`src/rtl/multi_cycle_control_unit.sv`:
```
// Multi-cycle controller for the MultipleCPU datapath.
// Walks each instruction through IF/ID/EXE/MEM/WB, drives per-state
// control strobes, counts retired instructions and keeps a sticky halt flag.
// Build option: define ILLEGAL_OP_TRAP_EN to halt on unlisted opcodes
// instead of executing them as a NOP.
module multi_cycle_control_unit #(
    parameter int unsigned CNT_W = 32
) (
    input  logic             CLK,
    input  logic             Reset,
    input  logic [5:0]       op,
    input  logic             zero,
    input  logic             sign,
    output logic             PCWre,
    output logic             IRWre,
    output logic             InsMemRW,
    output logic             ALUSrcA,
    output logic             ALUSrcB,
    output logic [2:0]       ALUOp,
    output logic             ExtSel,
    output logic             RegWre,
    output logic [1:0]       RegDst,
    output logic             WrRegDSrc,
    output logic             DBDataSrc,
    output logic             mRD,
    output logic             mWR,
    output logic [1:0]       PCSrc,
    output logic [3:0]       state,
    output logic [CNT_W-1:0] retired,
    output logic             halted
);

    typedef enum logic [3:0] {
        S_IF     = 4'b0000,
        S_ID     = 4'b0001,
        S_EXE_LS = 4'b0010,
        S_MEM    = 4'b0011,
        S_WB_LW  = 4'b0100,
        S_EXE_B  = 4'b0101,
        S_EXE_AL = 4'b0110,
        S_WB_AL  = 4'b0111,
        S_HALT   = 4'b1000
    } state_t;

    localparam logic [5:0] OP_ADD   = 6'b000000;
    localparam logic [5:0] OP_SUB   = 6'b000001;
    localparam logic [5:0] OP_ADDIU = 6'b000010;
    localparam logic [5:0] OP_ANDI  = 6'b010000;
    localparam logic [5:0] OP_AND   = 6'b010001;
    localparam logic [5:0] OP_ORI   = 6'b010010;
    localparam logic [5:0] OP_OR    = 6'b010011;
    localparam logic [5:0] OP_SLL   = 6'b011000;
    localparam logic [5:0] OP_SLTI  = 6'b100110;
    localparam logic [5:0] OP_SW    = 6'b110000;
    localparam logic [5:0] OP_LW    = 6'b110001;
    localparam logic [5:0] OP_BEQ   = 6'b110100;
    localparam logic [5:0] OP_BNE   = 6'b110101;
    localparam logic [5:0] OP_BLTZ  = 6'b110110;
    localparam logic [5:0] OP_J     = 6'b111000;
    localparam logic [5:0] OP_JR    = 6'b111001;
    localparam logic [5:0] OP_JAL   = 6'b111010;
    localparam logic [5:0] OP_HALT  = 6'b111111;

    localparam logic [2:0] ALU_ADD = 3'b000;
    localparam logic [2:0] ALU_SUB = 3'b001;
    localparam logic [2:0] ALU_SLL = 3'b010;
    localparam logic [2:0] ALU_OR  = 3'b011;
    localparam logic [2:0] ALU_AND = 3'b100;
    localparam logic [2:0] ALU_SLT = 3'b101;

    state_t state_q, state_d;

    // Opcode classification and ALU-op decode
    logic       is_rtype, is_imm, is_ls, is_branch, is_jump, is_halt, is_illegal;
    logic       dec_srca, dec_ext, br_taken;
    logic [2:0] dec_aluop;

    always_comb begin
        is_rtype   = 1'b0;
        is_imm     = 1'b0;
        is_ls      = 1'b0;
        is_branch  = 1'b0;
        is_jump    = 1'b0;
        is_halt    = 1'b0;
        is_illegal = 1'b0;
        dec_srca   = 1'b0;
        dec_ext    = 1'b0;
        dec_aluop  = ALU_ADD;
        br_taken   = 1'b0;
        case (op)
            OP_ADD:   is_rtype = 1'b1;
            OP_SUB:   begin is_rtype = 1'b1; dec_aluop = ALU_SUB; end
            OP_ADDIU: begin is_imm = 1'b1; dec_ext = 1'b1; end
            OP_AND:   begin is_rtype = 1'b1; dec_aluop = ALU_AND; end
            OP_ANDI:  begin is_imm = 1'b1; dec_aluop = ALU_AND; end
            OP_OR:    begin is_rtype = 1'b1; dec_aluop = ALU_OR; end
            OP_ORI:   begin is_imm = 1'b1; dec_aluop = ALU_OR; end
            OP_SLL:   begin is_rtype = 1'b1; dec_aluop = ALU_SLL; dec_srca = 1'b1; end
            OP_SLTI:  begin is_imm = 1'b1; dec_aluop = ALU_SLT; dec_ext = 1'b1; end
            OP_SW, OP_LW:   is_ls = 1'b1;
            OP_BEQ:   begin is_branch = 1'b1; br_taken = zero; end
            OP_BNE:   begin is_branch = 1'b1; br_taken = ~zero; end
            OP_BLTZ:  begin is_branch = 1'b1; br_taken = sign; end
            OP_J, OP_JR, OP_JAL: is_jump = 1'b1;
            OP_HALT:  is_halt = 1'b1;
            default:  is_illegal = 1'b1;
        endcase
    end

    // State register
    always_ff @(posedge CLK or negedge Reset) begin
        if (!Reset) begin
            state_q <= S_IF;
        end else begin
            state_q <= state_d;
        end
    end

    // Next-state and per-state control outputs; reset forces all controls low
    always_comb begin
        state_d   = state_q;
        PCWre     = 1'b0;
        IRWre     = 1'b0;
        InsMemRW  = 1'b0;
        ALUSrcA   = 1'b0;
        ALUSrcB   = 1'b0;
        ALUOp     = ALU_ADD;
        ExtSel    = 1'b0;
        RegWre    = 1'b0;
        RegDst    = 2'b00;
        WrRegDSrc = 1'b0;
        DBDataSrc = 1'b0;
        mRD       = 1'b0;
        mWR       = 1'b0;
        PCSrc     = 2'b00;
        case (state_q)
            S_IF: begin
                InsMemRW = 1'b1;
                IRWre    = 1'b1;
                state_d  = S_ID;
            end
            S_ID: begin
                if (is_jump) begin
                    PCWre   = 1'b1;
                    PCSrc   = (op == OP_JR) ? 2'b10 : 2'b11;
                    if (op == OP_JAL) begin
                        RegWre = 1'b1;
                        RegDst = 2'b10;
                    end
                    state_d = S_IF;
                end else if (is_halt) begin
                    state_d = S_HALT;
                end else if (is_branch) begin
                    state_d = S_EXE_B;
                end else if (is_ls) begin
                    state_d = S_EXE_LS;
                end else if (is_illegal) begin
`ifdef ILLEGAL_OP_TRAP_EN
                    state_d = S_HALT;
`else
                    state_d = S_EXE_AL;
`endif
                end else begin
                    state_d = S_EXE_AL;
                end
            end
            S_EXE_AL: begin
                ALUSrcA = dec_srca;
                ALUSrcB = is_imm;
                ExtSel  = dec_ext;
                ALUOp   = dec_aluop;
                state_d = S_WB_AL;
            end
            S_WB_AL: begin
                ALUSrcA   = dec_srca;
                ALUSrcB   = is_imm;
                ExtSel    = dec_ext;
                ALUOp     = dec_aluop;
                RegWre    = is_rtype | is_imm;
                RegDst    = is_rtype ? 2'b01 : 2'b00;
                WrRegDSrc = 1'b1;
                PCWre     = 1'b1;
                state_d   = S_IF;
            end
            S_EXE_B: begin
                ALUOp   = ALU_SUB;
                ExtSel  = 1'b1;
                PCWre   = 1'b1;
                PCSrc   = br_taken ? 2'b01 : 2'b00;
                state_d = S_IF;
            end
            S_EXE_LS: begin
                ALUSrcB = 1'b1;
                ExtSel  = 1'b1;
                state_d = S_MEM;
            end
            S_MEM: begin
                ALUSrcB = 1'b1;
                ExtSel  = 1'b1;
                if (op == OP_LW) begin
                    mRD     = 1'b1;
                    state_d = S_WB_LW;
                end else begin
                    mWR     = 1'b1;
                    PCWre   = 1'b1;
                    state_d = S_IF;
                end
            end
            S_WB_LW: begin
                mRD       = 1'b1;
                DBDataSrc = 1'b1;
                RegWre    = 1'b1;
                WrRegDSrc = 1'b1;
                PCWre     = 1'b1;
                state_d   = S_IF;
            end
            S_HALT: begin
                state_d = S_HALT;
            end
            default: begin
                state_d = S_IF;
            end
        endcase
        if (!Reset) begin
            PCWre     = 1'b0;
            IRWre     = 1'b0;
            InsMemRW  = 1'b0;
            ALUSrcA   = 1'b0;
            ALUSrcB   = 1'b0;
            ALUOp     = ALU_ADD;
            ExtSel    = 1'b0;
            RegWre    = 1'b0;
            RegDst    = 2'b00;
            WrRegDSrc = 1'b0;
            DBDataSrc = 1'b0;
            mRD       = 1'b0;
            mWR       = 1'b0;
            PCSrc     = 2'b00;
        end
    end

    // Retired-instruction counter, one tick per PC update, wrapping
    always_ff @(posedge CLK or negedge Reset) begin
        if (!Reset) begin
            retired <= '0;
        end else if (PCWre) begin
            retired <= retired + CNT_W'(1);
        end
    end

    // Sticky halt flag, set on entry to HALT
    always_ff @(posedge CLK or negedge Reset) begin
        if (!Reset) begin
            halted <= 1'b0;
        end else if (state_d == S_HALT) begin
            halted <= 1'b1;
        end
    end

    assign state = state_q;

endmodule

```
`config.mk`:
```
export PLATFORM = sky130hd
export DESIGN_NAME = multi_cycle_control_unit
export DESIGN_NICKNAME = d
export VERILOG_FILES = /design/src/rtl/multi_cycle_control_unit.sv
export SDC_FILE = /design/constraint.sdc
export NUM_CORES = 1
export LEC_CHECK = 0
export BUFFER_PORTS_ARGS = -buffer_cell sky130_fd_sc_hd__buf_2
export CAP_MARGIN = 20
export CORE_MARGIN = 2
export CORE_UTILIZATION = 50
export DETAILED_ROUTE_END_ITERATION = 12
export GPL_TIMING_DRIVEN = 0
export MAX_ROUTING_LAYER = met4
export PLACE_DENSITY = 0.86
export RECOVER_POWER = 50
export SLEW_MARGIN = 30
export SYNTH_ARGS = -nofsm -noshare
export SYNTH_HDL_FRONTEND = slang
export SYNTH_SLANG_ARGS = --single-unit
```
`constraint.sdc`:
```
create_clock -name CLK -period 5.2 [get_ports CLK]
set_input_delay 0.78 -clock CLK [delete_from_list [all_inputs] [get_ports CLK]]
set_output_delay 0.78 -clock CLK [all_outputs]
set_load 0.005 [all_outputs]
```
Word level (Yosys, flattened, before mapping)
Cells that the tools add are included.
{ "totals": {"regBits": 37, "input_bits": 10, "output_inout_bits": 55, "word_cells": 100} }
{ "classes": {"add_sub_neg": 1, "eq_ne": 26, "muxes": 53, "bitwise": 2, "reduce_logical": 15} }
{ "ops": {"columns": ["operator", "n"], "rows": [
  ["6-bit == test, second input constant", 10],
  ["32-bit by 1-bit adder with 32-bit output, second input constant", 1],
  ["1-bit 2-to-1 mux", 31],
  ["6-bit by 5-bit == test with 1-bit output, second input constant", 5],
  ["4-bit case mux with 6 select lines", 1],
  ["4-bit by 3-bit == test with 1-bit output, second input constant", 4],
  ["3-bit case mux with 5 select lines", 1],
  ["2-bit OR reduction", 7],
  ["3-bit 2-to-1 mux", 4],
  ["3-bit OR reduction", 4],
  ["2-bit 2-to-1 mux", 5],
  ["1-bit case mux with 3 select lines", 3],
  ["4-bit by 2-bit == test with 1-bit output, second input constant", 2],
  ["4-bit == test, second input constant", 2],
  ["4-bit 2-to-1 mux", 2],
  ["2-bit case mux with 2 select lines", 2],
  ["6-bit by 1-bit == test with 1-bit output, second input constant", 1],
  ["6-bit by 2-bit == test with 1-bit output, second input constant", 1],
  ["6-bit zero test", 1],
  ["1-bit case mux with 2 select lines", 3],
  ["3-bit case mux with 2 select lines", 1],
  ["5-bit OR reduction", 1],
  ["4-bit by 1-bit == test with 1-bit output, second input constant", 1],
  ["4-bit zero test", 1],
  ["3 further kinds", 3]
]} }

Logic depth before layout (Yosys ltp)
Gate-level depths: netlist (run 1).
{ "logic_depth": {"word_depth": 9, "depth_mapped": 7, "mapped_depth_nobuf": 6} }

Worst setup path after synthesis (run 1)
No wires, ideal clock.
{ "synth_timing": {"kind": "input port to output port", "from": "in op[0]", "to": "out ALUOp[2]", "arrival_ns": 1.825, "required_time_ns": 4.420, "setup_slack_ns": 2.595, "path_stages": 5, "n_path_buf": 1, "path_cell_list": "clkbuf_1 -> nor4bb_1 -> nand2_1 -> o21a_1 -> nor4b_1"} }
{ "synth_via": {"elab_chain_len": 5, "elab_cells_between_ends": 12, "classes_between": "7 x eq/ne; 3 x mux; 2 x reduce/logical"} }
{ "synth_rtl": {"columns": ["element", "line_no", "rtl"], "rows": [
  ["start, declared", "11", "input logic [5:0] op,"],
  ["6-bit by 5-bit == test with 1-bit output (on tied branches)", null, null],
  ["2-bit OR reduction (no source line)", null, null],
  ["3-bit case mux with 5 select lines (*)", "90", "case (op)"],
  ["3-bit case mux with 2 select lines (*)", "136", "case (state_q)"],
  ["3-bit 2-to-1 mux (*)", "224", "if (!Reset) begin"],
  ["end, declared", "19", "output logic [2:0] ALUOp,"]
]} }
Every way passes the cells marked *; elsewhere a longest branch is shown, timed or not.

Worst setup path in the final report (run 1)
{ "layout_timing": {"from": "in Reset", "to": "out ALUSrcA"} }
{ "layout_via": {"elab_chain_len": 1} }
{ "layout_rtl": {"columns": ["element", "line_no", "rtl"], "rows": [
  ["start, declared", "10", "input logic Reset,"],
  ["1-bit 2-to-1 mux", "224", null],
  ["end, declared", "17", "output logic ALUSrcA,"]
]} }
No other way between the ends.

==> results.toml, run 1 <==
[clock_network]
post_cts_resized = 0
cts_buffer_depth = 2
cts_max_level = 2
clk_pin_slew_ns = 0.07
clockRootBuffer = "clkbuf_8"
clock_sinks = 37
cts_tree = "yes"
cts_hold_buf = 0
postCtsSetupRepairBufs = 0
cts_buffers = 5
clkLatencyLatePin_ns = 0.29

[synth]
synth_cells = 264
synthDistinctLibCells = 49
synthesis.area_mm2 = 0.00235
synthArstFlopShare_pct = 100
synth.net_count = 275
synth_edf_count = 0
synth_ff_type = "dfrtp_1"
syn_area_per_cell_um2 = 8.89
ys_ff_latch = 37
synth_area_leaders = "dfrtp_1 39%, xor2_1 8.6%, nor2_1 4.8%, nor3_1 4.5%, xnor2_1 3.7%"
yosys_warnings = 0
synth_seq_area_share_pct = 39.4
synth_area_leader_cell = "dfrtp_1"
synth_top_area_share_pct = 39.4

[grt]
grt_max_degree = 40
grt_pass1_wl_um = 8910
antenna_found_initial = 0
overflow = 0
grt_pass1_vias = 1927
grtUsageTotal_pct = 21.8

[route]
first_pass_iters = 4
wl_per_cell_um = 14.1
routed_wl_um = 5410
ant_nets = 0
vias_per_cell = 5.56
num_vias = 2139
drt_iter0_markers = 225
route.detailed.drc = 0

[placement]
place_area_mm2 = 0.00272
io_buffers = 61
dp_hpwl_um = 4040
gp_congestion = 0.889

[timing]
slew_headroom_pct = 44.7
worst_slew_pin_slew_ns = 0.830
finalHoldViolCount = 0
fin_skew_ns = 0.00850
grt_setup_unrepaired = "no"
setup_violations = 0
whs_ns = 0.467
fmax_mhz = 290
tns_ns = 0
fin_crit_ns = 3.45
slew_violations = 0
timing.final.crit_share_pct = 66.3

[die]
die-area_mm2 = 0.00526
ioPinCount = 65
core_area_mm2 = 0.00444
die_w_um = 72.5
placementRows = 24
initial_core_util_pct = 52.8
die_h_um = 72.5

[setup_path]
start_kind = "input port"
criticalPathCategory = "in2out"
arrival_ns = 2.67
cp_max_fo = 39
crit_required_ns = 4.42
endpoint = "ALUSrcA"
rr_startpoint = "state[3]"
r2r_end = "retired[29]"
critPathLaunch = "Reset"
reg2regPathDepth = 7
cp-end-kind = "output port"
rrSetupSlack_ns = 3.03

[cells_and_area]
area_growth_pct = 19.1
nets = 343
design_area_mm2 = 0.00280
final_core_util_pct = 62.9
layout-drive-gt1-share_pct = 22.5
antennaDiodeCount = 0

[power]
p_leak_uw = 0.00122
power_density_mw_per_mm2 = 358
irDropWorstVdd_v = 0.000320

[min_path]
hold_path.class = "reg2reg"

[outcome]
status = "finished clean"

[job]
maxCapViolCount = 0
power by group:
group | total, uW | switching [uW] | internal (uW)
combinational | 371 | 212 | 159
clock | 211 | 104 | 107
sequential | 417 | 74.5 | 343
logic make-up (layout without fill, tap and decap cells):
logic type                 Yosys count  after routing  share of synthesized area, %
AOI/OAI and AO/OA                   35             35                          10.6
and+or+nand+nor                    127            127                          30.0
buffers and inverters               28             97                          5.81
DFF                                 37             37                          39.4
muxes                                3              3                          1.33
adders and majority gates            1              1                         0.533
xor gates and xnor gates            33             33                          12.3
how the worst min path moves through the flow:
stage	from	to	depth (start not counted)
floorplan	halted	halted	2
global placement	halted	halted	2
detailed placement	halted	halted	2
CTS	halted	halted	2
global route	halted	halted	2
finish	halted	halted	2
critical path, stage by stage:
cell and delay (ns):
buf_2 0.63, nor2b_1 0.39, nand2_1 0.20, nor3_1 0.21, nand3_1 0.13, nor3_1 0.16, buf_2 0.14
cell type report:
type	instances	area [um^2]
Multi-Input combinational cell	199	1280
Fill cell	403	1650
Buffer	16	91.3
Tap cell	52	65.1
Clock buffer	6	82.6
Inverter	12	45.0
Clock inverter	2	13.8
Sequential cell	37	926
Timing Repair Buffer	61	287
synth_stat cells, types with 2 or more instances:
library cell and count:
buf_4 2, nand4_1 5, a31oi_1 3, nor2_1 30
nor3_2 3, nor3_1 21, xnor2_1 10, or3_1 3
nor4_1 4, and3_1 3, mux2i_1 2, nand2b_1 5
nor2b_1 3, nand3b_1 4, a21oi_1 11, a22oi_2 3
buf_6 3, nor4_2 2, o21a_1 2, inv_1 11
nand2_1 20, nand3_1 15, o21ai_0 6, xor2_1 23
clkbuf_1 9, dfrtp_1 37, a22oi_1 2
routing by layer:
| metal | track usage (%) | wire length, um | vias up |
|---|---|---|---|
| met5 | - | 0 | - |
| met4 | 4.53 | 51 | 0 |
| met3 | 4.17 | 395 | 8 |
| met2 | 33.0 | 2500 | 86 |
| met1 | 30.9 | 2470 | 995 |
| li1 | - | - | 1050 |
placed cells by master, fill, tap and decap left out, drive strengths merged, types with 2 or more instances in the layout:
cell,count
a21oi,11
a22oi,5
a31oi,3
and3,3
buf,53
clkbuf,30
clkinv,2
dfrtp,37
inv,12
mux2i,2
nand2,20
nand2b,5
nand3,16
nand3b,4
nand4,6
nor2,30
nor2b,3
nor3,24
nor4,7
o21a,2
o21ai,6
or3,3
xnor2,10
xor2,23
state kept, by name, summed over array words and instances (netlist names):
signal   count
retired     32
halted       1
state        4
stage by stage:
step | cells | total power [uW] | setup slack [ns]
after floorplan | 264 | 656 | 2.60
after global placement | 377 | 785 | 1.78
after detailed placement | 377 | 797 | 1.74
after CTS | 385 | 1010 | 1.75
after global routing | 385 | 1070 | 1.46
final | 385 | 1000 | 1.75
Power figures use the tool's default switching activity.
==> inputs of run 2 (changes only) <==
--- a/config.mk
+++ b/config.mk
@@ -5,14 +5,15 @@
 export SDC_FILE = /design/constraint.sdc
 export NUM_CORES = 1
 export LEC_CHECK = 0
+export ABC_AREA = 1
 export BUFFER_PORTS_ARGS = -buffer_cell sky130_fd_sc_hd__buf_2
 export CAP_MARGIN = 20
 export CORE_MARGIN = 2
-export CORE_UTILIZATION = 50
+export CORE_UTILIZATION = 49
 export DETAILED_ROUTE_END_ITERATION = 12
 export GPL_TIMING_DRIVEN = 0
 export MAX_ROUTING_LAYER = met4
-export PLACE_DENSITY = 0.86
+export PLACE_DENSITY = 0.85
 export RECOVER_POWER = 50
 export SLEW_MARGIN = 30
 export SYNTH_ARGS = -nofsm -noshare
==> constraint.sdc (replaced) <==
create_clock -name CLK -period 2.8 [get_ports CLK]
set_input_delay 0.42 -clock CLK [delete_from_list [all_inputs] [get_ports CLK]]
set_output_delay 0.42 -clock CLK [all_outputs]
set_load 0.005 [all_outputs]
==> run 2 against run 1 <==
- global-route usage up 5.1 points
- combinational power increased by 110%
- clock skew is 0.0034 ns higher
- highest routed layer unchanged
==> results.toml, run 2 <==
[cells_and_area]
design_area_mm2 = 0.00334
layout-drive-gt1-share_pct = 17.5
final_common_cell = "nand2_1"
nets = 524
instances_no_fill = 586
layout_common_cells = "186 x nand2_1, 69 x nor2_1, 50 x buf_2"
area_growth_pct = 18.0
top_register = "retired"
antennaDiodeCount = 0
largest_reg_flops = 32

[clock_network]
clock_sinks = 37
post_cts_resized = 0
clk_pin_slew_ns = 0.09
cts_tree = "yes"
cts_buffer_depth = 2
cts_max_level = 2
cts_buffers = 5
postCtsSetupRepairBufs = 0
cts_hold_buf = 0
clkLatencyLatePin_ns = 0.30
clockRootBuffer = "clkbuf_8"

[setup_path]
rr_startpoint = "retired[1]"
r2r_end = "retired[28]"
cpMaxStageDelayCell = "dfrtp_1"
cp_common_cell = "nand3_4"
crit_chain = "nor2_1, inv_1, nor2_8, nand3_4, nand3_4, nand2_8, inv_8, buf_6, buf_2"
reg2regPathDepth = 10
criticalPathCategory = "reg2out"
rrSetupSlack_ns = 1.04
arrival_ns = 1.97
start_kind = "flop"
crit_required_ns = 2.38
cp-end-kind = "output port"
max_stage_delay_ns = 0.43
cp_max_fo = 10

[timing]
fin_skew_ns = 0.0119
grt_setup_unrepaired = "no"
timing.final.crit_share_pct = 85.4
slew_headroom_pct = 61.9
tns_ns = 0
setup_violations = 0
slew_violations = 0
finalHoldViolCount = 0
fin_crit_ns = 2.39
fmax_mhz = 418
layout_setup_ws_ns = 0.410
worst_slew_pin_slew_ns = 0.572

[die]
die_h_um = 80
ioPinCount = 65
die-area_mm2 = 0.00640
core_area_mm2 = 0.00554
die_w_um = 80
initial_core_util_pct = 51.1
placementRows = 27

[placement]
place_ws_ns = 0.263
io_buffers = 64
place_inst = 578
gp_congestion = 0.975
dp_hpwl_um = 6160
place_area_mm2 = 0.00324

[route]
ant_nets = 0
vias_per_cell = 5.33
wl_per_cell_um = 13.6
first_pass_iters = 5
route.detailed.drc = 0
routed_wl_um = 7990
drt_iter0_markers = 189
num_vias = 3126

[synth]
syn_area_per_cell_um2 = 6.40
synth_common_cells = "186 x nand2_1, 68 x nor2_1, 37 x dfrtp_1, 33 x inv_1, 25 x nand3_1"
synthDistinctLibCells = 32
synth_ff_type = "dfrtp_1"
synth_edf_count = 0
synth_cells = 442
synth_area_leader_cell = "dfrtp_1"
synth_seq_area_share_pct = 32.7
synthArstFlopShare_pct = 100
synth.net_count = 453
synthesis.area_mm2 = 0.00283
synth.most_common_cell = "nand2_1"
ys_ff_latch = 37
synth_area_leaders = "dfrtp_1 33%, nand2_1 25%, nor2_1 9.0%, nand3_1 4.4%, inv_1 4.4%"
yosys_warnings = 0
synth_top_area_share_pct = 32.7

[grt]
grtUsageTotal_pct = 27.0
grt_pass1_wl_um = 13300
antenna_found_initial = 0
grt_pass1_vias = 2950
grt_max_degree = 42
overflow = 0

[outcome]
status = "finished clean"

[power]
power_density_mw_per_mm2 = 604
p_total_uw = 2020
irDropWorstVdd_v = 0.000386
p_leak_uw = 0.00165

[min_path]
hold_path.class = "in2async"

[job]
maxCapViolCount = 0
==> run 2: cell types whose count changed after synthesis, moves of 4 or more <==
cell      previous run  this run
nor3_1              21         3
nand2_2              0        13
a21oi_1             11         7
nand2_1             20       186
nand3_1             15        25
nand2b_1             5         0
inv_1               11        33
clkbuf_1             9         2
nor2_1              30        68
nand3b_1             4        12
nor2_2               0         5
xor2_1              23         2
==> run 2: layer usage <==
layer | track usage, % | part of all wire (%) | up-vias | wire length (um)
met2 | 46.7 | 49 | 132 | 3950
met1 | 32.5 | 43 | 1456 | 3400
met3 | 3.73 | 5.6 | 25 | 449
met5 | - | 0 | - | 0
met4 | 8.64 | 2.3 | 0 | 181
li1 | - | - | 1513 | -
==> run 2: worst max path at each step <==
stage	depth (start not counted)	from	slack, ns	end
2_1_floorplan	8	state[3]	1.12	PCWre
3_3_place_gp	5	Reset	0.36	ALUOp[1]
3_5_place_dp	5	Reset	0.26	ALUOp[2]
4_1_cts	5	Reset	0.26	ALUOp[1]
5_1_grt	9	state[3]	0.32	PCWre
6_report	9	state[3]	0.41	PCWre
==> run 2: final cells by class <==
type	count	area (um^2)
flip-flops and latches	37	926
repair buffers	64	307
clock buffers	7	86.3
multi-input cells	360	1680
plain buffers	8	76.3
fillers	571	2200
well taps	72	90.1
inverters	37	146
clock inverters	1	30.0
==> run 2: critical path: cells and delay by family, from the launching register on <==
family	cells	cell delay (ns)
simple gates	5	0.73
buf+inv	4	0.51
flops	1	0.43
==> run 2: logic make-up after synthesis <==
logic type / count (synthesis) / share of synthesized area, %
AOI/OAI and AO/OA: 17 / 3.23
xor gates and xnor gates: 15 / 4.64
adders and majority gates: 1 / 0.442
buffers and inverters: 45 / 7.87
DFF: 37 / 32.7
and+or+nand+nor: 327 / 51.1
==> run 2: through the flow <==
step	utilization [%]	hold slack, ns
3_5_place_dp	58.5	0.457
3_3_place_gp	58.5	0.453
6_report	60.3	0.107
5_1_grt	60.3	0.152
4_1_cts	60.6	0.318
2_1_floorplan	-	0.124
==> run 2: power by group <==
| part | internal, uW | switching (uW) | leakage (uW) |
|---|---|---|---|
| clock | 291 | 214 | 0.0000585 |
| sequential | 613 | 124 | 0.000500 |
| combinational | 307 | 470 | 0.00109 |
==> inputs of run 3 (changes only) <==
==> constraint.sdc (replaced) <==
create_clock -name CLK -period 2.8 [get_ports CLK]
set_input_delay 0 -clock CLK [delete_from_list [all_inputs] [get_ports CLK]]
set_output_delay 0 -clock CLK [all_outputs]
set_load 0.005 [all_outputs]
==> run 3 against run 2 <==
- final area up 0.41%
- sequential share of layout area down 0.11 points
- maximum frequency up 24%
- sequential power about the same
- combinational power about the same
- highest routed layer unchanged
- critical path depth down 3
- via count down 0.29%
- worst hold slack better by 0.0036 ns
- critical path type is now in2out
- die area unchanged
- setup slack better by 0.47 ns
- non-clock buffer count up 1
- sequential cell count unchanged
==> results.toml, run 3 (synthesis results as in run 2) <==
[outcome]
status = "finished clean"

[placement]
place_area_mm2 = 0.00324
gp_congestion = 0.975
io_buffers = 64
dp_hpwl_um = 6160

[grt]
grt_pass1_wl_um = 13300
grtUsageTotal_pct = 27.0
overflow = 0
grt_pass1_vias = 2950
antenna_found_initial = 0
grt_max_degree = 42

[timing]
whs_ns = 0.110
worst_slew_pin_slew_ns = 0.572
grt_setup_unrepaired = "no"
fin_skew_ns = 0.0114
fmax_mhz = 520
setup_violations = 0
finalHoldViolCount = 0
slew_headroom_pct = 61.9
fin_crit_ns = 1.92
slew_violations = 0
timing.final.crit_share_pct = 68.7
tns_ns = 0

[route]
num_vias = 3117
wl_met2_um = 3970
vias_per_cell = 5.31
topRoutingLayerUsed = "met4"
routed_wl_um = 7950
drt-met1-wl_um = 3350
route.detailed.drc = 0
wl_met3_um = 460
first_pass_iters = 5
wl_per_cell_um = 13.5
ant_nets = 0
drt_iter0_markers = 197

[min_path]
min_path_cells = 4
min_to = "state[0]"
min_from = "op[3]"
hold_path.class = "in2reg"

[setup_path]
criticalPathCategory = "in2out"
r2r_end = "retired[28]"
crit_required_ns = 2.80
cp_max_fo = 41
rr_startpoint = "retired[1]"
cp-end-kind = "output port"
start_kind = "input port"
rrSetupSlack_ns = 1.04
arrival_ns = 1.92
reg2regPathDepth = 10

[die]
placementRows = 27
initial_core_util_pct = 51.1
die_w_um = 80
core_area_mm2 = 0.00554
die_h_um = 80
ioPinCount = 65
die-area_mm2 = 0.00640

[clock_network]
clkLatencyLatePin_ns = 0.30
cts_buffer_depth = 2
cts_max_level = 2
clk_pin_slew_ns = 0.08
cts_buffers = 5
cts_tree = "yes"
clock_sinks = 37
clockRootBuffer = "clkbuf_8"

[cells_and_area]
top_register = "retired"
final_common_cell = "nand2_1"
layout-drive-gt1-share_pct = 17.9
area_growth_pct = 18.5
nets = 525
layout_common_cells = "186 x nand2_1, 68 x nor2_1, 51 x buf_2"
design_area_mm2 = 0.00335
antennaDiodeCount = 0
largest_reg_flops = 32
final_core_util_pct = 60.5

[power]
p_leak_uw = 0.00166
power_density_mw_per_mm2 = 600
irDropWorstVdd_v = 0.000385

[job]
maxCapViolCount = 0
==> run 3: cell types whose count changed in the layout (fill, tap and decap cells not counted), sizes merged <==
cell	previous run	this run
buf	57	58
clkbuf	22	21
dlygate4sd3	0	1
==> run 3: power by group <==
group          internal [uW]  switching [uW]  total, uW
logic                    309             467        776
registers                613             122        735
clock network            291             212        502
total                   1210             801       2010
==> run 3: what timing repair did <==
item / in CTS / in global routing
hold endpoints to repair: 37 / 0
hold buffers: 1 / 0
gates resized for setup: 0 / 0
setup buffers: 0 / 0
==> run 3: final cells by class <==
cell class / count / area, um^2
Inverter: 37 / 146
Sequential cell: 37 / 926
Clock buffer: 7 / 86.3
Buffer: 8 / 76.3
Multi-Input combinational cell: 360 / 1680
Timing Repair Buffer: 65 / 318
Fill cell: 570 / 2190
Tap cell: 72 / 90.1
Clock inverter: 1 / 30.0
==> run 3: how the worst max path moves through the flow <==
stage,endpoint,depth (start not counted),slack [ns],start
CTS,ALUOp[1],6,0.56,Reset
global placement,retired[28],10,1.15,retired[1]
finish,ALUOp[1],6,0.88,Reset
detailed placement,retired[28],10,1.09,retired[0]
floorplan,retired[4],9,1.35,state[3]
global route,ALUOp[1],6,0.70,Reset
==> run 3: metal layers <==
metal | vias to the layer above | global-route usage (%)
met5 | - | -
met4 | 0 | 8.64
met3 | 22 | 3.73
met2 | 130 | 46.7
met1 | 1444 | 32.5
li1 | 1521 | -
==> run 3: per-stage QoR <==
| stage | worst slack, ns | cells | power [uW] |
|---|---|---|---|
| global placement | 1.15 | 578 | 1500 |
| finish | 0.878 | 587 | 2010 |
| detailed placement | 1.09 | 578 | 1520 |
| floorplan | 1.35 | 442 | 1260 |
| CTS | 0.558 | 587 | 2030 |
| global route | 0.696 | 587 | 2140 |
==> run 3: critical path, cell delays in order <==
cell           delay, ns
dlygate4sd3_1       0.53
buf_4               0.48
clkbuf_1            0.44
nand2_1             0.17
a21oi_1             0.16
buf_2               0.13
